File: src/rtl/matmul_pkg.sv
// Shared definitions for the 3x3 matrix-multiply sequencer: dimensions, MAC latency,
// controller state encoding and the row-major flat-index helper.
package matmul_pkg;

  localparam int N       = 3;
  localparam int IDX_W   = 4;
  localparam int MAC_LAT = 2;

  typedef enum logic [1:0] {
    IDLE  = 2'd0,
    ISSUE = 2'd1,
    DRAIN = 2'd2,
    DONE  = 2'd3
  } state_t;

  function automatic int idx(input int r, input int c);
    return r * N + c;
  endfunction

endpackage

File: src/rtl/wb_delay_line.sv
// Writeback delay line: carries {valid, C index} from the issue of a row/column's final
// product to the cycle its accumulated result is ready to be written to C.
module wb_delay_line
  import matmul_pkg::*;
#(
  parameter int W     = IDX_W,
  parameter int DEPTH = MAC_LAT
) (
  input  logic         clk,
  input  logic         rst_n,
  input  logic         flush,
  input  logic         in_valid,
  input  logic [W-1:0] in_idx,
  output logic         out_valid,
  output logic [W-1:0] out_idx
);

  typedef struct packed {
    logic         valid;
    logic [W-1:0] widx;
  } entry_t;

  entry_t line_q [DEPTH];

  always_ff @(posedge clk or negedge rst_n) begin
    // NOTE: every stage is reset, not just the valid bits, so the index output is 0 out of reset.
    if (!rst_n) begin
      for (int s = 0; s < DEPTH; s++) line_q[s] <= '0;
    end else if (flush) begin
      for (int s = 0; s < DEPTH; s++) line_q[s] <= '0;
    end else begin
      // Idle slots carry index 0 so c_wr_idx reads 0 whenever c_wr_en is low.
      line_q[0].valid <= in_valid;
      line_q[0].widx  <= in_valid ? in_idx : '0;
      for (int s = 1; s < DEPTH; s++) line_q[s] <= line_q[s-1];
    end
  end

  assign out_valid = line_q[DEPTH-1].valid;
  assign out_idx   = line_q[DEPTH-1].widx;

endmodule

File: src/rtl/matmul_sequencer.sv
// Issue-order controller for the shared-MAC 3x3 multiply: walks (i, j, k) in row-major order,
// drives operand indices and accumulator controls, and schedules C writebacks.
module matmul_sequencer
  import matmul_pkg::*;
(
  input  logic             clk,
  input  logic             rst_n,
  input  logic             start,
  input  logic             abort,
  input  logic             stall,
  output logic             busy,
  output logic             done,
  output logic             mac_en,
  output logic             mac_clr,
  output logic             mac_last,
  output logic [IDX_W-1:0] a_idx,
  output logic [IDX_W-1:0] b_idx,
  output logic             c_wr_en,
  output logic [IDX_W-1:0] c_wr_idx
);

  localparam int CNT_W = (N > 1) ? $clog2(N) : 1;
  localparam int DRN_W = $clog2(MAC_LAT + 1);
  localparam logic [CNT_W-1:0] LAST     = CNT_W'(N - 1);
  localparam logic [DRN_W-1:0] DRN_LAST = DRN_W'(MAC_LAT - 1);

  state_t           state, state_nxt;
  logic [CNT_W-1:0] i_q, j_q, k_q;
  logic [DRN_W-1:0] drn_q;
  logic             issue;
  logic             final_term;
  logic [IDX_W-1:0] wb_idx;

  assign issue      = (state == ISSUE) && !stall;
  assign final_term = (i_q == LAST) && (j_q == LAST) && (k_q == LAST);

  always_ff @(posedge clk or negedge rst_n) begin
    // NOTE: registers take <= so every flop samples the values from before the edge.
    if (!rst_n) state <= IDLE;
    else        state <= state_nxt;
  end

  always_comb begin
    // NOTE: next state defaults to the current one first, so no path leaves it unassigned (no latch).
    state_nxt = state;
    unique case (state)
      IDLE:    if (start) state_nxt = ISSUE;
      ISSUE:   if (issue && final_term) state_nxt = DRAIN;
      DRAIN:   if (drn_q == DRN_LAST) state_nxt = DONE;
      DONE:    state_nxt = IDLE;
      default: state_nxt = IDLE;
    endcase
    if (abort) state_nxt = IDLE;
  end

  // k is innermost, then j, then i; all three are back at 0 after the final product.
  always_ff @(posedge clk or negedge rst_n) begin
    if (!rst_n) begin
      i_q <= '0;
      j_q <= '0;
      k_q <= '0;
    end else if (abort) begin
      i_q <= '0;
      j_q <= '0;
      k_q <= '0;
    end else if (issue) begin
      if (k_q == LAST) begin
        k_q <= '0;
        if (j_q == LAST) begin
          j_q <= '0;
          i_q <= (i_q == LAST) ? '0 : i_q + 1'b1;
        end else begin
          j_q <= j_q + 1'b1;
        end
      end else begin
        k_q <= k_q + 1'b1;
      end
    end
  end

  // DRAIN lasts MAC_LAT cycles, long enough for the final writeback to leave the delay line.
  always_ff @(posedge clk or negedge rst_n) begin
    if (!rst_n)                                     drn_q <= '0;
    else if (state == DRAIN && state_nxt == DRAIN)  drn_q <= drn_q + 1'b1;
    else                                            drn_q <= '0;
  end

  assign busy     = (state != IDLE);
  assign done     = (state == DONE);
  assign mac_en   = issue;
  assign mac_clr  = issue && (k_q == '0);
  assign mac_last = issue && (k_q == LAST);
  assign a_idx    = (state == ISSUE) ? IDX_W'(idx(int'(i_q), int'(k_q))) : '0;
  assign b_idx    = (state == ISSUE) ? IDX_W'(idx(int'(k_q), int'(j_q))) : '0;
  assign wb_idx   = IDX_W'(idx(int'(i_q), int'(j_q)));

  wb_delay_line #(
    .W     (IDX_W),
    .DEPTH (MAC_LAT)
  ) u_wb_delay_line (
    .clk       (clk),
    .rst_n     (rst_n),
    .flush     (abort),
    .in_valid  (mac_last),
    .in_idx    (wb_idx),
    .out_valid (c_wr_en),
    .out_idx   (c_wr_idx)
  );

endmodule

File: config.mk
export PLATFORM = sky130hd
export DESIGN_NAME = matmul_sequencer
export DESIGN_NICKNAME = d
export VERILOG_FILES = /design/src/rtl/matmul_pkg.sv /design/src/rtl/wb_delay_line.sv /design/src/rtl/matmul_sequencer.sv
export SDC_FILE = /design/constraint.sdc
export NUM_CORES = 1
export LEC_CHECK = 0
export CAP_MARGIN = 10
export CORE_AREA = 2 2 51 53
export CTS_CLUSTER_SIZE = 24
export DETAILED_ROUTE_END_ITERATION = 7
export DIE_AREA = 0 0 53 55
export PLACE_DENSITY_LB_ADDON = 0.2
export SLEW_MARGIN = 30
export SYNTH_ARGS = -nofsm -noshare
export SYNTH_HDL_FRONTEND = slang
export SYNTH_SLANG_ARGS = --single-unit
export TNS_END_PERCENT = 30
File: constraint.sdc
create_clock -name clk -period 4.1 [get_ports clk]
set_input_delay 0.82 -clock clk [delete_from_list [all_inputs] [get_ports clk]]
set_output_delay 0.82 -clock clk [all_outputs]
set_load 0.01 [all_outputs]
# After elaboration in Yosys (flattened, before gate mapping)
# Index checks and enable logic that the tools add are counted.
# totals
register_bits	20
output_inout_bits	18
# classes
n_addsub	7
mul	2
n_eq_ne	8
mux	22
n_reduce_logical	16
# ops
operator	n
$mux W2	17
$eq A2 B2 Y1 const B	6
$mux W4	3
$mux W10	1
$add A2 B1 Y2 const B	4
$add A4 B2 Y4	2
$mul A2 B2 Y4 const B	2
$pmux W2 S4	1
$reduce_bool A2 Y1	4
$logic_and A1 B1 Y1	7
$add A4 B3 Y4	1
$eq A2 B1 Y1 const B	2
$logic_not A2 Y1	2
$reduce_and A3 Y1	1
$reduce_and A2 Y1	1
$logic_not A1 Y1	1

# Depth between registers and ports, before layout
# Gate-level depths: netlist of the first run.
# depth
word_depth	10
depth_mapped	6
ltp_nobuf	6

# Hierarchy
# From an unflattened synthesis of the first run, not the netlist that was laid out.
# hier_totals
hier_cells	112
hier_area_um2	1257.5
# by_module_without_submodules
mod	n_inst	cells_each	area_each_um2
matmul_sequencer	1	88	884.6
wb_delay_line	1	24	372.9

# Worst setup path after synthesis of the first run
# Ideal clock, no wire load.
# synth_timing
path_kind	register to output
from	reg j_q[1]
to	out b_idx[2]
arrival_time_ns	1.768
t_required_ns	3.280
slack_ns	1.512
path_stages_with_launch	6
cell_sequence	dfrtp_1 fa_1 ha_1 inv_1 fa_1 nor2_1
# synth_via
elab_chain_len	2
# synth_rtl
item	line	source
from (decl)	matmul_sequencer.sv:28	logic [CNT_W-1:0] i_q, j_q, k_q;
from (signal assigned)	matmul_sequencer.sv:73	j_q <= j_q + 1'b1;
$add A4 B2 Y4	matmul_pkg.sv:17	return r * N + c;
$mux W4	matmul_sequencer.sv:94	assign b_idx = (state == ISSUE) ? IDX_W'(idx(int'(k_q), int'(j_q))) : '0;
to (decl)	matmul_sequencer.sv:17	output logic [IDX_W-1:0] b_idx,
# Every way passes these cells.

# Worst setup path in the final report of the first run
# Ends and elaborated chain as after synthesis.

==> results of run 1 <==
[worst max-delay path: cells and delay by family (launching register included)]
| family | cells | cell delay [ns] |
|---|---|---|
| DFF | 1 | 0.48 |
| and+or+nand+nor | 1 | 0.11 |
| adders and majority gates | 3 | 1.15 |
| buffers and inverters | 2 | 0.59 |
[per-layer routing]
metal / vias to the layer above / GRT usage / wire length [µm] / part of all wire
met1: 363 / 0.230 / 989 / 0.49
met3: 4 / 0.0242 / 83 / 0.041
li1: 417 / - / - / -
met5: - / 0 / 0 / 0
met4: 0 / 0.103 / 46 / 0.023
met2: 20 / 0.290 / 895 / 0.44
[cell type report]
type                    instances  share of cell area
flip-flops and latches         20               0.341
multi-input cells              76               0.429
well taps                      30              0.0256
clock buffers                   4              0.0247
inverters                      13              0.0332
repair buffers                 22               0.147
[power by group through the flow]
stage | logic, µW | registers, µW | clock network [µW]
final | 28.8 | 202 | 115
after global routing | 32.8 | 202 | 134
after global placement | 29.7 | 206 | 0
after CTS | 30.1 | 202 | 118
after detailed placement | 29.7 | 206 | 0
after floorplan | 14.0 | 205 | 0
[cells in the final DEF (no fill, tap or decap), drive strengths merged]
| master | netlist | routed |
|---|---|---|
| clkdlybuf4s50 | 0 | 21 |
| o22ai | 1 | 1 |
| dfrtp | 20 | 20 |
| nor4 | 2 | 2 |
| nor3 | 1 | 1 |
| nand3 | 1 | 1 |
| xnor2 | 1 | 1 |
| ha | 14 | 14 |
| or3 | 3 | 3 |
| nor2 | 6 | 6 |
| a21oi | 8 | 8 |
| o31ai | 2 | 2 |
| a21boi | 1 | 1 |
| nand3b | 1 | 1 |
| nand2b | 2 | 2 |
| and3b | 1 | 1 |
| nand4bb | 1 | 1 |
| inv | 13 | 13 |
| or2 | 1 | 1 |
| buf | 5 | 1 |
| o21ai | 4 | 4 |
| nor2b | 7 | 7 |
| xor2 | 1 | 1 |
| nand4b | 2 | 2 |
| nor3b | 1 | 1 |
| clkbuf | 1 | 4 |
| fa | 4 | 4 |
| nand2 | 4 | 4 |
| and2 | 7 | 7 |
[path summary, 6_finish.rpt]
check	startpoint	endpoint	slack, ns
max	j_q[1]	b_idx[2]	0.64
min	rst_n	u_wb_delay_line.line_q[6]	0.44
max reg2reg	i_q[0]	u_wb_delay_line.line_q[8]	2.25
min reg2reg	drn_q[0]	drn_q[0]	0.47
max in group asynchronous	rst_n	state[0]	3.35
min in group clk	drn_q[0]	drn_q[0]	0.47
[through the flow]
step	cell area [µm²]	hold slack [ns]	power [µW]
2_1_floorplan	1220	0.416	219
3_3_place_gp	1440	0.428	235
3_5_place_dp	1440	0.453	235
4_1_cts	1470	0.472	350
5_1_grt	1470	0.457	369
6_report	1470	0.442	346
[flip-flops by register name, summed over array words and instances, names as in the netlist]
register / flops
i_q: 2
u_wb_delay_line.line_q: 5
j_q: 2
drn_q: 2
k_q: 2
state: 2
u_wb_delay_line.out_valid: 1
u_wb_delay_line.out_idx: 4
[kinds of logic after synthesis]
kind of cell / after synthesis
xor+xnor: 2
simple gates: 40
buf+inv: 19
flops: 20
fa+ha+maj: 18
compound gates: 16
==> run summary, run 1 <==
Post-Syn Instances -> 115
Post-CTS Setup Inserts -> 0
Synth Area in Compound Gates -> 0.0811
Die Ht -> 55 µm
gpl congestion -> 0.793
crit path time final -> 3.46 ns
Slew Viols, Final -> 0
YS warnings -> 0
Routed Antenna Nets -> 0
Setup CP Type -> reg -> out
R2R depth -> 6
ranking of synthesized cells by area -> dfrtp_1, ha_1, fa_1, inv_1, and2_1
most common cell in the netlist -> dfrtp_1
Worst EP arrival -> 2.64 ns
Top FF cell, synth -> dfrtp_1
Mean Syn Cell Area -> 10.6 µm²
Setup Viol. Count Final -> 0
Setup crit end kind -> primary output
Core Area -> 2360 µm²
drt first pass iters -> 2
largest area contributor in the netlist -> dfrtp_1
CTS Buffer Depth -> 2
asr flop ratio synth -> 1.00
detailed-route via count -> 804
sequential area share after synthesis -> 0.411
DRT iter0 DRCs -> 5
fraction of the mapped netlist area in simple logic gates -> 0.213
post-synthesis cell area -> 1220 µm²
Critical Path Source Type -> flip-flop
Clk Tree Root Cell -> clkbuf_4
WL per Instance -> 12.2 µm
switching pwr -> 79.8 µW
max cap viols -> 0
top cells by count, synth -> dfrtp_1, ha_1, inv_1
achievable clock frequency -> 289 MHz
Layout fillers -> 191
initial antenna violation count -> 0
Placed Cells -> 161
Post-synth EDFFs -> 0
non-filler instance count after layout -> 165
all-layer global routing usage -> 0.178
Final WS setup -> 0.642 ns
cts hold-fix bufs -> 0
area grow syn2layout -> 20.5%
vias in the first global route -> 792
post-synth cell types -> 30
Max VDD drop -> 0.168 mV
Post-Route Setup TNS -> 0 ns
post-synthesis xor/xnor area fraction -> 0.0144
Crit path required time -> 3.28 ns
fin crit share -> 0.843
Die Width -> 53 µm
FF/Latch Area -> 500 µm²
routed vias/inst -> 4.87
Clock power frac -> 0.333
die area -> 2920 µm²
Worst-Margin Slew -> 0.694 ns
largest family of logic cells by synthesized area -> simple AND/OR/NAND/NOR gates
Pleak -> 0.000649 µW
Rel. slew slack -> 0.536
post-synthesis mux area share -> 0
post-CTS sizing -> 0
Crit path top cell by count -> fa_1
worst path cell trace -> fa_1 > ha_1 > inv_1 > fa_1 > nor2_1 > clkdlybuf4s50_1
row cnt -> 18
highest-delay cell along the critical path -> fa_1
Fin. Hold Viols -> 0
#FFs+latches synth -> 20
switch share -> 0.231
Yosys top cell area share -> 0.411
pre-CTS WS -> 0.990 ns
status -> completed
NumNets Final -> 159
share of layout cells above drive strength 1 -> 0.0815
Worst-Skew Late Latency -> 0.30 ns
Routed Wire Length -> 2020 µm
CTS tree -> yes
fin util -> 0.621
H-tree depth -> 1
Logic pwr share -> 0.083
IO Pins -> 23
unrepaired setup endpoints after global routing -> no
footprint of the multi-input gates -> 631 µm²
Setup Skew -> 0.00445 ns
Post-Synth Adder-Cell Area -> 0.209
detailed-route DRC error count -> 0
net count after synthesis -> 138
total grt overflow -> 0
HPWL Detailed -> 1500 µm
PwrDens -> 236 nW/µm²
register share of total power -> 0.584
clock sinks -> 20
PortBufs -> 22
P_int -> 266 µW
Starting Density -> 0.515
Ant. Diodes -> 0
largest net degree at the start of global routing -> 21
worst hold path class -> in -> async
worst-path maximum fanout -> 7
CTS clk-pin slew, worst paths -> 0.11 ns
TritonCTS Buffers -> 3
first-pass GRT wire length -> 3590 µm
CP peak stage delay -> 0.57 ns
No activity file was read; power rests on OpenSTA's default activity.
==> inputs of run 2 (changes only) <==
--- a/config.mk
+++ b/config.mk
@@ -6,10 +6,10 @@
 export NUM_CORES = 1
 export LEC_CHECK = 0
 export CAP_MARGIN = 10
-export CORE_AREA = 2 2 51 53
+export CORE_AREA = 2 2 52 54
 export CTS_CLUSTER_SIZE = 24
 export DETAILED_ROUTE_END_ITERATION = 7
-export DIE_AREA = 0 0 53 55
+export DIE_AREA = 0 0 54 56
 export PLACE_DENSITY_LB_ADDON = 0.2
 export SLEW_MARGIN = 30
 export SYNTH_ARGS = -nofsm -noshare
==> constraint.sdc (replaced) <==
create_clock -name clk -period 3.59 [get_ports clk]
set_input_delay 0.718 -clock clk [delete_from_list [all_inputs] [get_ports clk]]
set_output_delay 0.718 -clock clk [all_outputs]
set_load 0.01 [all_outputs]
==> run 2 against run 1 <==
Clock power decreased by 10%. Via count increased by 4.0%. Hold slack got worse by 0.096 ns. Cell count decreased by 0.61%. Count of clock-buffer cells in the layout decreased by 1. Sequential share of layout area increased by 0.32 points. Sequential cell count unchanged. Global-route usage decreased by 1.2 points. Clock skew increased by 0.0060 ns. Routed wire length increased by 1.7%.
==> run summary, run 2 (same netlist as run 1, synthesis figures left out) <==
first-pass GRT wire length -> 3800 µm (was 3590 µm)
Setup crit end kind -> primary output (unchanged)
Slew Viols, Final -> 0 (unchanged)
HPWL Detailed -> 1580 µm (was 1500 µm)
Critical Path Source Type -> flip-flop (unchanged)
Setup Viol. Count Final -> 0 (unchanged)
WL per Instance -> 12.5 µm (was 12.2 µm)
crit path time final -> 3.39 ns
all-layer global routing usage -> 0.166 (was 0.178)
PwrDens -> 252 nW/µm² (was 236 nW/µm²)
Post-DP Area -> 1440 µm² (unchanged)
Clk Tree Root Cell -> clkbuf_4 (unchanged)
Layout fillers -> 215 (was 191)
CTS clk-pin slew, worst paths -> 0.11 ns (about the same)
Starting Density -> 0.501 (was 0.515)
PortBufs -> 22 (unchanged)
Ant. Diodes -> 0 (unchanged)
NumNets Final -> 159 (unchanged)
Die Ht -> 56 µm (was 55 µm)
worst-path maximum fanout -> 5 (was 7)
largest net degree at the start of global routing -> 21 (unchanged)
share of layout cells above drive strength 1 -> 0.0746 (was 0.0815)
Worst-Margin Slew -> 0.699 ns (was 0.694 ns)
worst hold path class -> in -> async (unchanged)
status -> completed (unchanged)
detailed-route via count -> 836 (was 804)
Routed Antenna Nets -> 0 (unchanged)
area grow syn2layout -> 19.4% (was 20.5%)
post-CTS sizing -> 0 (unchanged)
Placed Cells -> 161 (unchanged)
die area -> 3020 µm² (was 2920 µm²)
Worst EP arrival -> 2.67 ns (was 2.64 ns)
Die Width -> 54 µm (was 53 µm)
CTS Buffer Depth -> 2 (unchanged)
clock sinks -> 20 (unchanged)
fin crit share -> 0.943
cts hold-fix bufs -> 0 (unchanged)
Max VDD drop -> 0.154 mV (was 0.168 mV)
initial antenna violation count -> 0 (unchanged)
max cap viols -> 0 (unchanged)
most common cell after layout, fill and taps aside -> clkdlybuf4s50_1 (unchanged)
Core Area -> 2430 µm² (was 2360 µm²)
DRT iter0 DRCs -> 11 (was 5)
vias in the first global route -> 873 (was 792)
gpl congestion -> 0.735 (was 0.793)
Final WS setup -> 0.203 ns (was 0.642 ns)
Post-Route Setup TNS -> 0 ns (unchanged)
row cnt -> 18 (unchanged)
Rel. slew slack -> 0.533 (was 0.536)
non-filler instance count after layout -> 164 (was 165)
routed vias/inst -> 5.10 (was 4.87)
Post-CTS Setup Inserts -> 0 (unchanged)
CTS tree -> yes (unchanged)
Routed Wire Length -> 2050 µm (was 2020 µm)
max reg flops -> 5 (unchanged)
Setup Skew -> 0.0104 ns (was 0.00445 ns)
commonest non-fill, non-tap cells in the layout -> clkdlybuf4s50_1, dfrtp_1, ha_1 (unchanged)
Pleak -> 0.000642 µW (was 0.000649 µW)
Crit path required time -> 2.87 ns (was 3.28 ns)
achievable clock frequency -> 295 MHz
Hold WS -> 0.346 ns (was 0.442 ns)
Biggest register -> u_wb_delay_line.line_q (unchanged)
Worst-Skew Late Latency -> 0.29 ns (was 0.30 ns)
design area -> 1460 µm² (was 1470 µm²)
TritonCTS Buffers -> 3 (unchanged)
drt first pass iters -> 4 (was 2)
Setup CP Type -> reg -> out (unchanged)
total grt overflow -> 0 (unchanged)
detailed-route DRC error count -> 0 (unchanged)
unrepaired setup endpoints after global routing -> no (unchanged)
IO Pins -> 23 (unchanged)
H-tree depth -> 1 (unchanged)
pre-CTS WS -> 0.527 ns (was 0.990 ns)
Fin. Hold Viols -> 0 (unchanged)
-- run 2: changes by cell type in the layout (fill, tap and decap cells not counted), sizes merged --
cell and delta:
clkbuf -1
-- run 2: critical path, cell delays in order (launching register included) --
cell and delay [ns]:
dfrtp_1 0.47, inv_1 0.13, ha_1 0.39, ha_1 0.30, a21oi_1 0.07, or3_1 0.32
a21oi_1 0.15, clkdlybuf4s50_1 0.55
-- run 2: worst paths after layout --
check / endpoint / cells after the start / start / slack, ns
setup reg to reg: u_wb_delay_line.line_q[8] / 6 / i_q[0] / 1.69
min in group clk: u_wb_delay_line.out_idx[2] / 1 / u_wb_delay_line.line_q[7] / 0.45
hold reg to reg: u_wb_delay_line.out_idx[2] / 1 / u_wb_delay_line.line_q[7] / 0.45
hold / removal: u_wb_delay_line.line_q[9] / 1 / rst_n / 0.35
max in group asynchronous: u_wb_delay_line.line_q[7] / 1 / rst_n / 2.94
setup / recovery: a_idx[3] / 7 / i_q[0] / 0.20
-- run 2: metal layers --
layer / share of wire / GRT usage
met5: 0 / 0
met4: 0.017 / 0.0643
met3: 0.036 / 0.0134
met2: 0.48 / 0.286
met1: 0.47 / 0.209
-- run 2: layout make-up --
class                           instances  area (µm²)  share of cell area
Tap cell                               30        37.5              0.0258
Inverter                               13        48.8              0.0335
Sequential cell                        20         500               0.344
Multi-Input combinational cell         76         631               0.433
Timing Repair Buffer                   22         215               0.148
Clock buffer                            3        22.5              0.0155
-- run 2: power by group --
part | total, µW | internal (µW) | switching, µW
Clock | 103 | 39.0 | 63.5
Combinational | 33.2 | 15.3 | 17.9
Sequential | 231 | 227 | 3.78
-- run 2: stage by stage --
| stage | power, µW | utilization |
|---|---|---|
| after floorplan | 250 | - |
| after global placement | 268 | 0.591 |
| after detailed placement | 269 | 0.591 |
| after CTS | 369 | 0.600 |
| after global routing | 380 | 0.598 |
| final | 366 | 0.598 |
